File: src/rtl/jk_drive_pkg.sv
// rtl/jk_drive_pkg.sv - shared encodings and parameter helpers for the J/K drive front end
package jk_drive_pkg;

    typedef enum logic {
        A_IDLE = 1'b0,
        A_WAIT = 1'b1
    } arb_state_e;

    typedef enum logic {
        PEND_SET = 1'b0,
        PEND_CLR = 1'b1
    } pend_e;

    // True when the parameter set describes a buildable configuration.
    function automatic bit params_legal(input int sync_stages, input int debounce_cycles,
                                        input int pair_window);
        return (sync_stages >= 2) && (debounce_cycles >= 1) && (pair_window >= 0);
    endfunction

    // Bits needed to hold 0..maxval, never less than one bit.
    function automatic int width_of(input int maxval);
        return (maxval < 1) ? 1 : $clog2(maxval + 1);
    endfunction

endpackage

File: src/rtl/jk_debounce_ch.sv
// rtl/jk_debounce_ch.sv - one button channel: synchroniser, debouncer, rise pulse
module jk_debounce_ch
    import jk_drive_pkg::*;
#(
    parameter int SYNC_STAGES     = 2,
    parameter int DEBOUNCE_CYCLES = 16
) (
    input  logic CLK,
    input  logic RST,
    input  logic RAW,
    output logic DB,
    output logic RISE
);

    localparam int CW = width_of(DEBOUNCE_CYCLES);
    localparam logic [CW-1:0] CNT_LAST = CW'(DEBOUNCE_CYCLES - 1);

    logic [SYNC_STAGES-1:0] sync_q;
    logic [SYNC_STAGES-1:0] sync_d;
    logic [CW-1:0]          cnt_q;
    logic [CW-1:0]          cnt_d;
    logic                   db_q;
    logic                   db_d;
    logic                   db_dly_q;
    logic                   sync_x;

    assign sync_x = sync_q[SYNC_STAGES-1];

    // Shift the raw level in; count cycles the synced level disagrees with DB and flip on the last.
    always_comb begin
        sync_d = {sync_q[SYNC_STAGES-2:0], RAW};
        cnt_d  = cnt_q;
        db_d   = db_q;
        if (sync_x == db_q) begin
            cnt_d = '0;
        end else if (cnt_q == CNT_LAST) begin
            cnt_d = '0;
            db_d  = ~db_q;
        end else begin
            cnt_d = cnt_q + CW'(1);
        end
    end

    // Channel state registers; the delayed DB copy feeds the rise detector.
    always_ff @(posedge CLK or posedge RST) begin
        if (RST) begin
            sync_q   <= '0;
            cnt_q    <= '0;
            db_q     <= 1'b0;
            db_dly_q <= 1'b0;
        end else begin
            sync_q   <= sync_d;
            cnt_q    <= cnt_d;
            db_q     <= db_d;
            db_dly_q <= db_q;
        end
    end

    assign DB   = db_q;
    assign RISE = db_q & ~db_dly_q;

endmodule

File: src/rtl/jk_drive_debounce.sv
// rtl/jk_drive_debounce.sv - debounced SET/CLR buttons paired into J/K command pulses
module jk_drive_debounce
    import jk_drive_pkg::*;
#(
    parameter int SYNC_STAGES     = 2,
    parameter int DEBOUNCE_CYCLES = 16,
    parameter int PAIR_WINDOW     = 4
) (
    input  logic CLK,
    input  logic RST,
    input  logic SET_RAW,
    input  logic CLR_RAW,
    output logic SET_DB,
    output logic CLR_DB,
    output logic J,
    output logic K
);

    localparam int TW = width_of(PAIR_WINDOW);
    localparam logic [TW-1:0] TIMER_LOAD = TW'(PAIR_WINDOW);

    if (!params_legal(SYNC_STAGES, DEBOUNCE_CYCLES, PAIR_WINDOW)) begin : g_illegal_params
        $error("jk_drive_debounce: illegal parameter set");
    end

    logic       set_rise;
    logic       clr_rise;
    logic       partner_rise;
    arb_state_e state_q;
    arb_state_e state_d;
    pend_e      pend_q;
    pend_e      pend_d;
    logic [TW-1:0] timer_q;
    logic [TW-1:0] timer_d;
    logic       j_q;
    logic       j_d;
    logic       k_q;
    logic       k_d;

    jk_debounce_ch #(
        .SYNC_STAGES    (SYNC_STAGES),
        .DEBOUNCE_CYCLES(DEBOUNCE_CYCLES)
    ) u_set_ch (
        .CLK (CLK),
        .RST (RST),
        .RAW (SET_RAW),
        .DB  (SET_DB),
        .RISE(set_rise)
    );

    jk_debounce_ch #(
        .SYNC_STAGES    (SYNC_STAGES),
        .DEBOUNCE_CYCLES(DEBOUNCE_CYCLES)
    ) u_clr_ch (
        .CLK (CLK),
        .RST (RST),
        .RAW (CLR_RAW),
        .DB  (CLR_DB),
        .RISE(clr_rise)
    );

    assign partner_rise = (pend_q == PEND_SET) ? clr_rise : set_rise;

    // Pairing arbiter: hold a lone press for the window, merge with a partner into a toggle.
    always_comb begin
        state_d = state_q;
        pend_d  = pend_q;
        timer_d = timer_q;
        j_d     = 1'b0;
        k_d     = 1'b0;
        case (state_q)
            A_IDLE: begin
                if (set_rise && clr_rise) begin
                    j_d = 1'b1;
                    k_d = 1'b1;
                end else if (set_rise || clr_rise) begin
                    if (PAIR_WINDOW == 0) begin
                        j_d = set_rise;
                        k_d = clr_rise;
                    end else begin
                        pend_d  = set_rise ? PEND_SET : PEND_CLR;
                        timer_d = TIMER_LOAD;
                        state_d = A_WAIT;
                    end
                end
            end
            A_WAIT: begin
                if (partner_rise) begin
                    j_d     = 1'b1;
                    k_d     = 1'b1;
                    state_d = A_IDLE;
                end else begin
                    timer_d = timer_q - TW'(1);
                    if (timer_d == '0) begin
                        j_d     = (pend_q == PEND_SET);
                        k_d     = (pend_q == PEND_CLR);
                        state_d = A_IDLE;
                    end
                end
            end
            default: state_d = A_IDLE;
        endcase
    end

    // Arbiter state and the registered J/K command outputs.
    always_ff @(posedge CLK or posedge RST) begin
        if (RST) begin
            state_q <= A_IDLE;
            pend_q  <= PEND_SET;
            timer_q <= '0;
            j_q     <= 1'b0;
            k_q     <= 1'b0;
        end else begin
            state_q <= state_d;
            pend_q  <= pend_d;
            timer_q <= timer_d;
            j_q     <= j_d;
            k_q     <= k_d;
        end
    end

    assign J = j_q;
    assign K = k_q;

endmodule

File: config.mk
export PLATFORM = sky130hd
export DESIGN_NAME = jk_drive_debounce
export DESIGN_NICKNAME = d
export VERILOG_FILES = /design/src/rtl/jk_drive_pkg.sv /design/src/rtl/jk_debounce_ch.sv /design/src/rtl/jk_drive_debounce.sv
export SDC_FILE = /design/constraint.sdc
export NUM_CORES = 1
export LEC_CHECK = 0
export ABC_AREA = 1
export CAP_MARGIN = 30
export CORE_MARGIN = 2
export CORE_UTILIZATION = 40
export CTS_CLUSTER_SIZE = 20
export DETAILED_ROUTE_END_ITERATION = 8
export PLACE_DENSITY_LB_ADDON = 0.15
export SYNTH_ARGS = -nofsm -noshare
export SYNTH_HDL_FRONTEND = slang
export SYNTH_SLANG_ARGS = --single-unit
File: constraint.sdc
create_clock -name CLK -period 1 [get_ports CLK]
set_input_delay 0.2 -clock CLK [delete_from_list [all_inputs] [get_ports CLK]]
set_output_delay 0.2 -clock CLK [all_outputs]
set_load 0.1 [all_outputs]
## Word-level counts from Yosys, hierarchy flattened

Index checks and enable logic that the tools add are counted.

- Add/sub/neg operators: 3
- Bitwise gates (word level): 11
- Eq/ne operators: 7
- Reductions and logical operators: 7
- Mux-type cells: 22

Operators by type and width:

| operator | number |
|---|---|
| two-way mux 5 bit | 4 |
| two-way mux 1 bit | 11 |
| adder 5 x 1 -> 5 bit (second input constant) | 2 |
| == test 5 x 4 -> 1 bit (second input constant) | 2 |
| two-way mux 3 bit | 3 |
| NOT 1 bit | 9 |
| != test 2 bit (second input constant) | 3 |
| one-hot mux 1 bit (2 select lines) | 3 |
| one-hot mux 3 bit (2 select lines) | 1 |
| AND reduction 3 bit | 2 |
| AND reduction 2 bit | 2 |
| zero test 3 bit | 1 |
| subtractor 3 x 1 -> 3 bit (second input constant) | 1 |
| bitwise AND 1 bit | 2 |
| == test 1 bit | 2 |
| logical AND 1 bit | 1 |
| logical OR 1 bit | 1 |

- Register bits after elaboration: 25

## Depth between registers and ports, before layout

Gate-level depths: netlist (run 1).

- Word-level depth: 6
- Mapped depth: 8
- Gate-level depth less buffers: 8

## Hierarchy

Synthesis (run 1) repeated with hierarchy kept, for this count alone.

- Cells, all modules: 135
- Area, all modules: 1148.6 µm²

By module, submodules not included:

| module | cells an instance | area each (µm²) | times used | seq. area each (µm²) |
|---|---|---|---|---|
| jk_debounce_ch | 39 | 359.1 | 2 | 225.2 |
| jk_drive_debounce | 57 | 430.4 | 1 | 175.2 |

## Worst setup path before layout (run 1)

Ideal clock, no wire load.

- Kind: reg-to-reg
- Start: register u_set_ch.db_q (netlist: u_set_ch.DB)
- End: register timer_q[2]
- Period minus slack after synthesis: 1678 ps
- Cell stages (with the launch flop): 6
- Data required time: 883 ps
- Path buffers: 0
- Library setup time: 117 ps
- Setup slack: -678 ps
- Arrival time: 1561 ps
- Cell sequence: dfrtp_1 > nand3_1 > nand3_4 > nand2_2 > nand2_1 > nand2_1

- Cells in the longest elaborated chain, start to end: 4
- Elaborated cells between the ends (all ways): 8
- Those cells by class: 3 x eq/ne; 1 x mux; 1 x bitwise; 3 x reduce/logical

Ends and longest elaborated chain:

| item | RTL line | text |
|---|---|---|
| start, declared | jk_debounce_ch.sv:22 | `logic db_q;` |
| start signal, assigned | jk_debounce_ch.sv:49 | `db_q <= 1'b0;` |
| start signal, assigned | jk_debounce_ch.sv:54 | `db_q <= db_d;` |
| bitwise AND 1 bit * | jk_debounce_ch.sv:60 | `assign RISE = db_q & ~db_dly_q;` |
| two-way mux 1 bit, or another cell as far along | jk_drive_debounce.sv:62 | `assign partner_rise = (pend_q == PEND_SET) ? clr_rise : set_rise;` |
| != test 2 bit (no line) | -- |  |
| AND reduction 3 bit (no line) * | -- |  |
| end signal, assigned | jk_drive_debounce.sv:116 | `timer_q <= timer_d;` |
| end, declared | jk_drive_debounce.sv:33 | `logic [TW-1:0] timer_q;` |

Mark *: on every way between the ends. The rest lies on a longest branch, timed or not.
A chain may end at the register's enable or synchronous reset.

## Final worst setup path (run 1)

- Start: register u_set_ch.db_q (netlist: u_set_ch.DB)
- End: output port SET_DB

RTL lines:

| item | RTL line | text |
|---|---|---|
| end, declared | jk_drive_debounce.sv:13 | `output logic SET_DB,` |

No word-level cell between the ends.

==> results of run 1 <==
-- state kept, by name (all words and copies together) (netlist names) --
signal and count:
K 1, u_clr_ch.DB 1, state_q 1, timer_q 3
J 1, u_clr_ch.db_dly_q 1, u_set_ch.DB 1, u_set_ch.db_dly_q 1
u_clr_ch.sync_q 2, u_clr_ch.cnt_q 5, u_set_ch.cnt_q 5, pend_q 1
u_set_ch.sync_q 2
-- cell families (layout without fill, tap and decap cells) --
family          after synthesis  in the layout  synth area share (%)
compound gates                8              8                  3.89
xor+xnor                      4              4                  3.20
fa+ha+maj                     4              4                  4.57
buf+inv                      17             46                  5.83
flops                        25             25                  57.1
simple gates                 54             54                  25.4
-- cell usage after synthesis --
cell type	count	share of area (%)
dfrtp_1	25	57
nand2_1	19	6.5
inv_1	14	4.8
nor2_1	14	4.8
nand3_1	8	3.7
a21oi_1	5	2.3
ha_1	4	4.6
inv_2	3	1.0
nand2_2	3	1.7
nand2b_1	2	1.1
nand3_4	2	3.2
nor2_4	2	2.1
nor3_1	2	0.91
nor3b_1	2	1.4
o21ai_0	2	0.91
xnor2_1	2	1.6
xor2_1	2	1.6
a21boi_0	1	0.69
-- per-stage QoR --
step | util (%) | instance area, µm² | instances
after floorplan | - | 1130 | 112
after global placement | 53.5 | 1360 | 158
after detailed placement | 53.5 | 1360 | 158
after CTS | 60.0 | 1530 | 167
after global routing | 63.0 | 1600 | 171
final | 63.0 | 1600 | 171
-- worst max path at each step --
stage | end | startpoint | slack [ns] | cells after the start
final | SET_DB | u_set_ch.DB | -0.29 | 2
after global routing | SET_DB | u_set_ch.DB | -0.33 | 2
after CTS | SET_DB | u_set_ch.DB | -0.30 | 2
after detailed placement | K | timer_q[0] | -0.11 | 7
after global placement | K | timer_q[0] | -0.09 | 7
after floorplan | timer_q[2] | u_clr_ch.DB | -0.22 | 7
-- power breakdown --
part	total [µW]	switching, µW	internal (µW)
Combinational	373	205	168
Sequential	1130	54.2	1070
Clock	423	267	156
Total	1920	526	1400
-- worst max-delay path, stage by stage (launching register included) --
cell and delay (ns):
dfrtp_4 0.50, buf_6 0.13, buf_12 0.15
-- metal layers --
metal	share of wire [%]	routed length [µm]
met1	44	791
met2	52	939
met3	3.6	66
met4	0.83	15
met5	0	0
-- repair_timing --
action,in CTS,in global routing
setup endpoints to repair,20,23
gates resized for setup,24,11
setup buffers,5,4
pin swaps,4,6
-- final cells by class --
| cell class | instances | share of cell area, % |
|---|---|---|
| inverters | 17 | 4.29 |
| well taps | 30 | 2.34 |
| repair buffers | 25 | 17.3 |
| flip-flops and latches | 25 | 39.7 |
| clock buffers | 4 | 1.64 |
| multi-input cells | 70 | 34.8 |
==> impl_metrics.toml, run 1 <==
[synthesis]
yosysSeqAreaShare_pct = 57.1
ys_types = 18
postSynthCellCount = 112
netlist_area_um2 = 1090
syn-num-nets = 120
yosys_warnings = 0
synth-seq-cells = 25
avgSynthCellArea_um2 = 9.78

[grt]
grt_max_degree = 26
use_met1_pct = 16.2
grt.total_usage_pct = 13.6
grt_overflow_total = 0
use_met2_pct = 24.0
grt_pass1_vias = 816
grt_antenna_before_repair = 0
grt_pass1_wl_um = 3430
top_usage_layer = "met2"
grtUsageMet3_pct = 4.84

[critical_path]
r2r_slack_ns = -0.20
end_kind = "output pin"
cp_max_fo = 2
critical_path_class = "reg -> out"
crit_path_start_kind = "flip-flop"
reg2regPathDepth = 8
worstPathArrival_ns = 1.09
crit_required_ns = 0.80
r2r_start = "u_set_ch.DB"
r2r_end = "timer_q[0]"

[clock_tree]
clkSinkCount = 25
clk_latency_ns = 0.31
clkTransAtPathRegs_ns = 0.12
cts_buffers = 3
cts_tree = "yes"
cts_root_buf = "clkbuf_4"
htreeDepth = 1
cts_buffer_depth = 2
cts_hold_buf = 0

[final_layout]
fin_nets = 150
fillers = 226
regArea_um2 = 636
multiInputGateArea_um2 = 558
final_common_cell = "dfrtp_1"
diodes = 0
area_delta_synth_final_pct = 46.4
final_cell_mix = "dfrtp_1 (21), inv_1 (14), nand2_1 (12), buf_4 (12), nand2_2 (9)"
drive_gt1_share_pct = 46.8

[detailed_routing]
drt-vias-per-instance = 4.58
first_pass_iters = 4
drt_iter0_markers = 8
postRouteAntennaNets = 0
num_vias = 784
drc_errors = 0
post_drt_wl_per_cell_um = 10.6
wl_um = 1810

[sta]
setup_viol = 23
tightest_slew_ns = 0.248
timing.final.hold_violations = 0
hold_ws_ns = 0.195
max_freq_mhz = 778
setup_ws_ns = -0.286
relSlewSlack_pct = 83.5
finalCritPeriodShare_pct = 129
drv_slew = 0
finalWorstPathRequiredPeriod_ns = 1.29
fin_setup_tns_ns = -3.39
skew_ns = 0.00189
grt_setup_unrepaired = "yes"

[power]
p_leak_uw = 0.000715
p_per_area_nw_per_um2 = 1200
finalPower_uw = 1920
peakVddDrop_uv = 1030

[placed_design]
dp_hpwl_um = 1250
post-place-ws_ns = -0.114
port_buffers = 7
gp_congestion = 0.659

[floorplanning]
dieArea_um2 = 3170
die_y_um = 56.3
num_io_pins = 8
die_x_um = 56.3
design.core.area_um2 = 2540
start_util_pct = 43.0
rows = 18

[outcome]
status = "finished with violations"
violations = "setup timing"

[job]
cap_viol_max_count = 0

[min_path]
hold_path_class = "in -> async"
No activity file was read; power rests on OpenSTA's default activity.
==> inputs of run 2 (changes only) <==
Settings changed: SYNTH_HIERARCHICAL set to 1.
==> run 2 against run 1 <==
  * The run still ends with setup timing left
  * Total power is 3.5% lower
  * Routed wire length is 28% higher
  * Critical path type unchanged
  * Die area is 4.6% higher
  * First-iteration DRC count is 130% higher
  * Clock power is 13% higher
  * Non-clock buffer count is 1 higher
  * Largest cell class unchanged
  * Critical path depth stayed put
  * Clock skew is 0.0013 ns higher
==> impl_metrics.toml, run 2 <==
[outcome]
status = "finished with violations"
violations = "setup timing"

[clock_tree]
cts_buffer_depth = 2
clkTransAtPathRegs_ns = 0.14
cts_root_buf = "clkbuf_4"
cts_tree = "yes"
clk_latency_ns = 0.32
cts_buffers = 3
clkSinkCount = 25
htreeDepth = 1

[final_layout]
fin_area_um2 = 1680
drive_gt1_share_pct = 47.3
diodes = 0
final_common_cell = "dfrtp_1"
final_core_util_pct = 61.6
multiInputGateArea_um2 = 601
fillers = 237
regArea_um2 = 636
fin_nets = 176
final_cell_mix = "dfrtp_1 (21), nand2_1 (19), inv_1 (16)"
largestRegisters = "u_clr_ch/cnt_q x5, u_set_ch/cnt_q x5, timer_q x3"
area_delta_synth_final_pct = 46.5

[critical_path]
cp_max_fo = 2
crit_required_ns = 0.80
crit_path_start_kind = "flip-flop"
r2r_slack_ns = -0.28
r2r_end = "timer_q[2]"
r2r_start = "u_set_ch/DB"
end_kind = "output pin"
critical_path_class = "reg -> out"
reg2regPathDepth = 8
startpoint = "u_set_ch/DB"
worstPathArrival_ns = 1.14

[power]
p_per_area_nw_per_um2 = 1100
p_sw_share_pct = 28.3
combPwrFrac_pct = 14.5
peakVddDrop_uv = 984
clkPwrFrac_pct = 25.7
p_leak_uw = 0.000822
internal-power_uw = 1330
p_seq_share_pct = 59.8
finalPower_uw = 1860
switching_power_uw = 526

[synthesis]
netlist_area_um2 = 1150
ys_types = 14
async_reset_ff_share_pct = 100
avgSynthCellArea_um2 = 8.51
yosys_warnings = 6
ys.flop_type = "dfrtp_1"
synth_edf_count = 0
yosys.area.top_type = "dfrtp_1"
postSynthCellCount = 135
synth.area.top_cells = "dfrtp_1 (54%), nand2_1 (11%), inv_1 (7.5%)"
synth_common_cells = "nand2_1 (35), dfrtp_1 (25), inv_1 (23)"
synth_most_common_cell = "nand2_1"
syn-num-nets = 145
synth-seq-cells = 25
yosysSeqAreaShare_pct = 54.5
yosysTopAreaCellShare_pct = 54.5

[sta]
setup_ws_ns = -0.344
max_freq_mhz = 744
finalCritPeriodShare_pct = 134
drv_slew = 0
relSlewSlack_pct = 79.3
tightest_slew_ns = 0.310
fin_setup_tns_ns = -4.24
grt_setup_unrepaired = "yes"
finalWorstPathRequiredPeriod_ns = 1.34
timing.final.hold_violations = 0
skew_ns = 0.00319
setup_viol = 24

[grt]
use_met1_pct = 16.9
grtUsageMet3_pct = 3.40
grt_max_degree = 16
grt_overflow_total = 0
top_usage_layer = "met2"
grt_pass1_vias = 988
grt_pass1_wl_um = 3950
grt.total_usage_pct = 15.4
use_met2_pct = 28.4
grt_antenna_before_repair = 0

[floorplanning]
num_io_pins = 8
start_util_pct = 42.0
die_x_um = 57.6
dieArea_um2 = 3320
rows = 19
design.core.area_um2 = 2730
die_y_um = 57.6

[detailed_routing]
postRouteAntennaNets = 0
first_pass_iters = 4
wl_um = 2320
drc_errors = 0
drt-vias-per-instance = 4.83
post_drt_wl_per_cell_um = 11.9
num_vias = 947
drt_iter0_markers = 18

[placed_design]
dp_hpwl_um = 1580
gp_congestion = 0.724
dpl_cell_area_um2 = 1440
port_buffers = 7

[job]
cap_viol_max_count = 0

[min_path]
hold_path_class = "in -> async"
run 2: cell count changes after synthesis, moves of 3 or more:
cell and change:
nand2_1 +16, nor2_2 +3, a21oi_1 -5, nand4_1 +5, nor2_1 +4, inv_1 +9
run 2: per-layer routing:
layer,part of all wire [%],vias up
li1,-,473
met1,40,451
met2,56,15
met3,2.3,8
met4,2.2,0
met5,0,-
run 2: metrics by stage:
stage,hold slack (ns),cells,setup slack (ns)
global route,0.0915,196,-0.396
global placement,0.332,185,-0.222
finish,0.0969,196,-0.344
floorplan,0.00326,135,-0.406
detailed placement,0.335,185,-0.241
CTS,0.0949,193,-0.353
run 2: timing repair:
item,CTS,global route
endpoints found under the hold margin,0,0
hold buffers,0,0
endpoints found under the setup margin,22,23
cloned,0,0
resized for setup,25,23
buffers inserted,4,4
pin swaps,13,15
run 2: area by class of cell:
type	instances	share of cell area (%)
Timing Repair Buffer	26	16.4
Inverter	26	6.10
Clock buffer	3	1.34
Clock inverter	1	0.446
Multi-Input combinational cell	84	35.7
Tap cell	31	2.30
Sequential cell	25	37.8
run 2: worst max path at each step:
stage | cells after the start | slack [ns] | to
after floorplan | 8 | -0.41 | timer_q[2]
after global placement | 7 | -0.22 | timer_q[0]
after detailed placement | 8 | -0.24 | timer_q[2]
after CTS | 2 | -0.35 | CLR_DB
after global routing | 2 | -0.40 | CLR_DB
final | 2 | -0.34 | SET_DB
run 2: power groups by stage:
stage	Clock, µW	Combinational (µW)	Sequential, µW
global route	549	301	1120
CTS	496	247	1100
floorplan	0	114	1140
finish	477	270	1110
global placement	0	224	1120
detailed placement	0	231	1120
run 2: cells by family (layout without fill, tap and decap cells):
logic type / after synthesis / count (layout) / synth area share [%]
flops: 25 / 25 / 54.5
buf+inv: 26 / 56 / 8.50
fa+ha+maj: 6 / 6 / 6.54
compound gates: 2 / 2 / 0.871
simple gates: 74 / 74 / 28.1
xor+xnor: 2 / 2 / 1.53
run 2: worst max-delay path, stage by stage, from the launching register on:
cell and delay [ns]:
dfrtp_4 0.53, buf_6 0.14, buf_12 0.15
==> inputs of run 3 (changes only) <==
Settings changed: CTS_CLUSTER_SIZE 20 to 16, PLACE_DENSITY_LB_ADDON 0.15 to 0.25.
==> run 3 against run 2 <==
  * Flip-flop and latch count unchanged
  * Core utilization shrank 0.18 points
  * Worst setup slack improved by 0.010 ns
  * Total power rose by 0.70%
  * Largest cell class unchanged
  * Via count fell by 3.0%
  * The run still ends with setup timing left
  * Combinational power about the same
  * Design area shrank 0.30%
  * Critical path depth unchanged
  * Clock skew fell by 0.0014 ns
  * Final cell count fell by 1.0%
  * Critical path type unchanged
  * Hold slack improved by 0.060 ns
  * Sequential share of layout area grew 0.11 points
==> impl_metrics.toml, run 3 (same netlist as run 2, synthesis figures left out) <==
[clock_tree]
cts_buffer_depth = 2
clkSinkCount = 25
cts_root_buf = "clkbuf_4"
cts_buffers = 3
clk_latency_ns = 0.32
cts_tree = "yes"
clkTransAtPathRegs_ns = 0.14
htreeDepth = 1

[sta]
setup_ws_ns = -0.334
finalCritPeriodShare_pct = 133
timing.final.hold_violations = 0
tightest_slew_ns = 0.362
finalWorstPathRequiredPeriod_ns = 1.33
hold_ws_ns = 0.157
skew_ns = 0.00178
grt_setup_unrepaired = "yes"
setup_viol = 23
max_freq_mhz = 750
drv_slew = 0
relSlewSlack_pct = 75.8

[floorplanning]
die_x_um = 57.6
dieArea_um2 = 3320
num_io_pins = 8
design.core.area_um2 = 2730
die_y_um = 57.6
start_util_pct = 42.0
rows = 19

[final_layout]
multiInputGateArea_um2 = 617
drive_gt1_share_pct = 50.9
regArea_um2 = 636
fin_nets = 174
area_delta_synth_final_pct = 46.1
largestRegisters = "u_clr_ch/cnt_q x5, u_set_ch/cnt_q x5, timer_q x3"
final_cell_mix = "nand2_1 (21), dfrtp_1 (21), inv_1 (15)"
diodes = 0
fillers = 215

[grt]
grt.total_usage_pct = 15.7
grt_overflow_total = 0
grt_max_degree = 17
grt_antenna_before_repair = 0
grt_pass1_vias = 943
grt_pass1_wl_um = 3990

[detailed_routing]
wl_um = 2210
drt-vias-per-instance = 4.74
first_pass_iters = 4
drt_iter0_markers = 13
num_vias = 919
post_drt_wl_per_cell_um = 11.4
postRouteAntennaNets = 0
drc_errors = 0

[critical_path]
crit_required_ns = 0.80
critical_path_class = "reg -> out"
worstPathArrival_ns = 1.13
cp_max_fo = 2
end_kind = "output pin"
crit_path_start_kind = "flip-flop"

[power]
combPwrFrac_pct = 14.3
p_sw_share_pct = 28.5
peakVddDrop_uv = 1210
p_leak_uw = 0.000815
finalPower_uw = 1870
p_seq_share_pct = 59.5
clkPwrFrac_pct = 26.2
switching_power_uw = 533
internal-power_uw = 1340
p_per_area_nw_per_um2 = 1110

[job]
cap_viol_max_count = 0

[outcome]
status = "finished with violations"
violations = "setup timing"

[placed_design]
dp_hpwl_um = 1490
port_buffers = 7
gp_congestion = 0.815

[min_path]
hold_path_class = "in -> async"
## run 3: routing by layer
layer	GRT usage [%]	routed length, µm	up-vias
li1	-	-	467
met1	19.9	989	440
met2	26.1	1130	10
met3	5.44	73	2
met4	2.99	13	0
met5	0	0	-
## run 3: final cells by class
cell class,count,share of cell area [%]
clock buffer,3,1.34
clock inverter,1,0.522
inverter,26,6.11
multi-input combinational,84,36.8
sequential,25,37.9
tap,31,2.31
timing repair buffer,24,15.1
## run 3: through the flow
| step | worst slack [ns] | utilization, % | setup TNS, ns | instance area, µm² | std cells |
|---|---|---|---|---|---|
| 6_report | -0.334 | 61.4 | -3.81 | 1680 | 194 |
| 4_1_cts | -0.350 | 57.7 | -3.33 | 1580 | 192 |
| 5_1_grt | -0.408 | 61.4 | -4.91 | 1680 | 194 |
| 3_5_place_dp | -0.258 | 51.7 | -1.71 | 1410 | 181 |
| 3_3_place_gp | -0.219 | 51.7 | -1.48 | 1410 | 181 |
| 2_1_floorplan | -0.406 | - | -2.94 | 1200 | 135 |
## run 3: power by group through the flow
stage | Combinational [µW] | Clock, µW | Sequential (µW)
5_1_grt | 298 | 570 | 1120
3_3_place_gp | 210 | 0 | 1120
2_1_floorplan | 114 | 0 | 1140
4_1_cts | 243 | 514 | 1100
3_5_place_dp | 217 | 0 | 1120
6_report | 267 | 490 | 1110
## run 3: path summary, 6_finish.rpt
| kind | depth (start not counted) | slack (ns) | to | start |
|---|---|---|---|---|
| worst max-delay path | 2 | -0.33 | SET_DB | u_set_ch/DB |
| worst min register to register | 0 | 0.37 | u_clr_ch/sync_q[1] | u_clr_ch/sync_q[0] |
| max in group asynchronous | 2 | 0.52 | u_set_ch/DB | RST |
| min in group CLK | 1 | 0.29 | u_clr_ch/sync_q[0] | CLR_RAW |
| worst max register to register | 8 | -0.24 | timer_q[1] | u_set_ch/DB |
| worst min-delay path | 2 | 0.16 | timer_q[2] | RST |
## run 3: timing repair
| item | CTS | global route |
|---|---|---|
| endpoints found under the hold margin | 0 | 0 |
| hold buffers | 0 | 0 |
| pin swaps | 16 | 15 |
| buffers inserted | 7 | 2 |
| resized for setup | 26 | 25 |
| endpoints found under the setup margin | 21 | 23 |
## run 3: critical path, stage by stage (launching register included)
cell     delay, ns
dfrtp_4       0.52
buf_6         0.13
buf_12        0.15
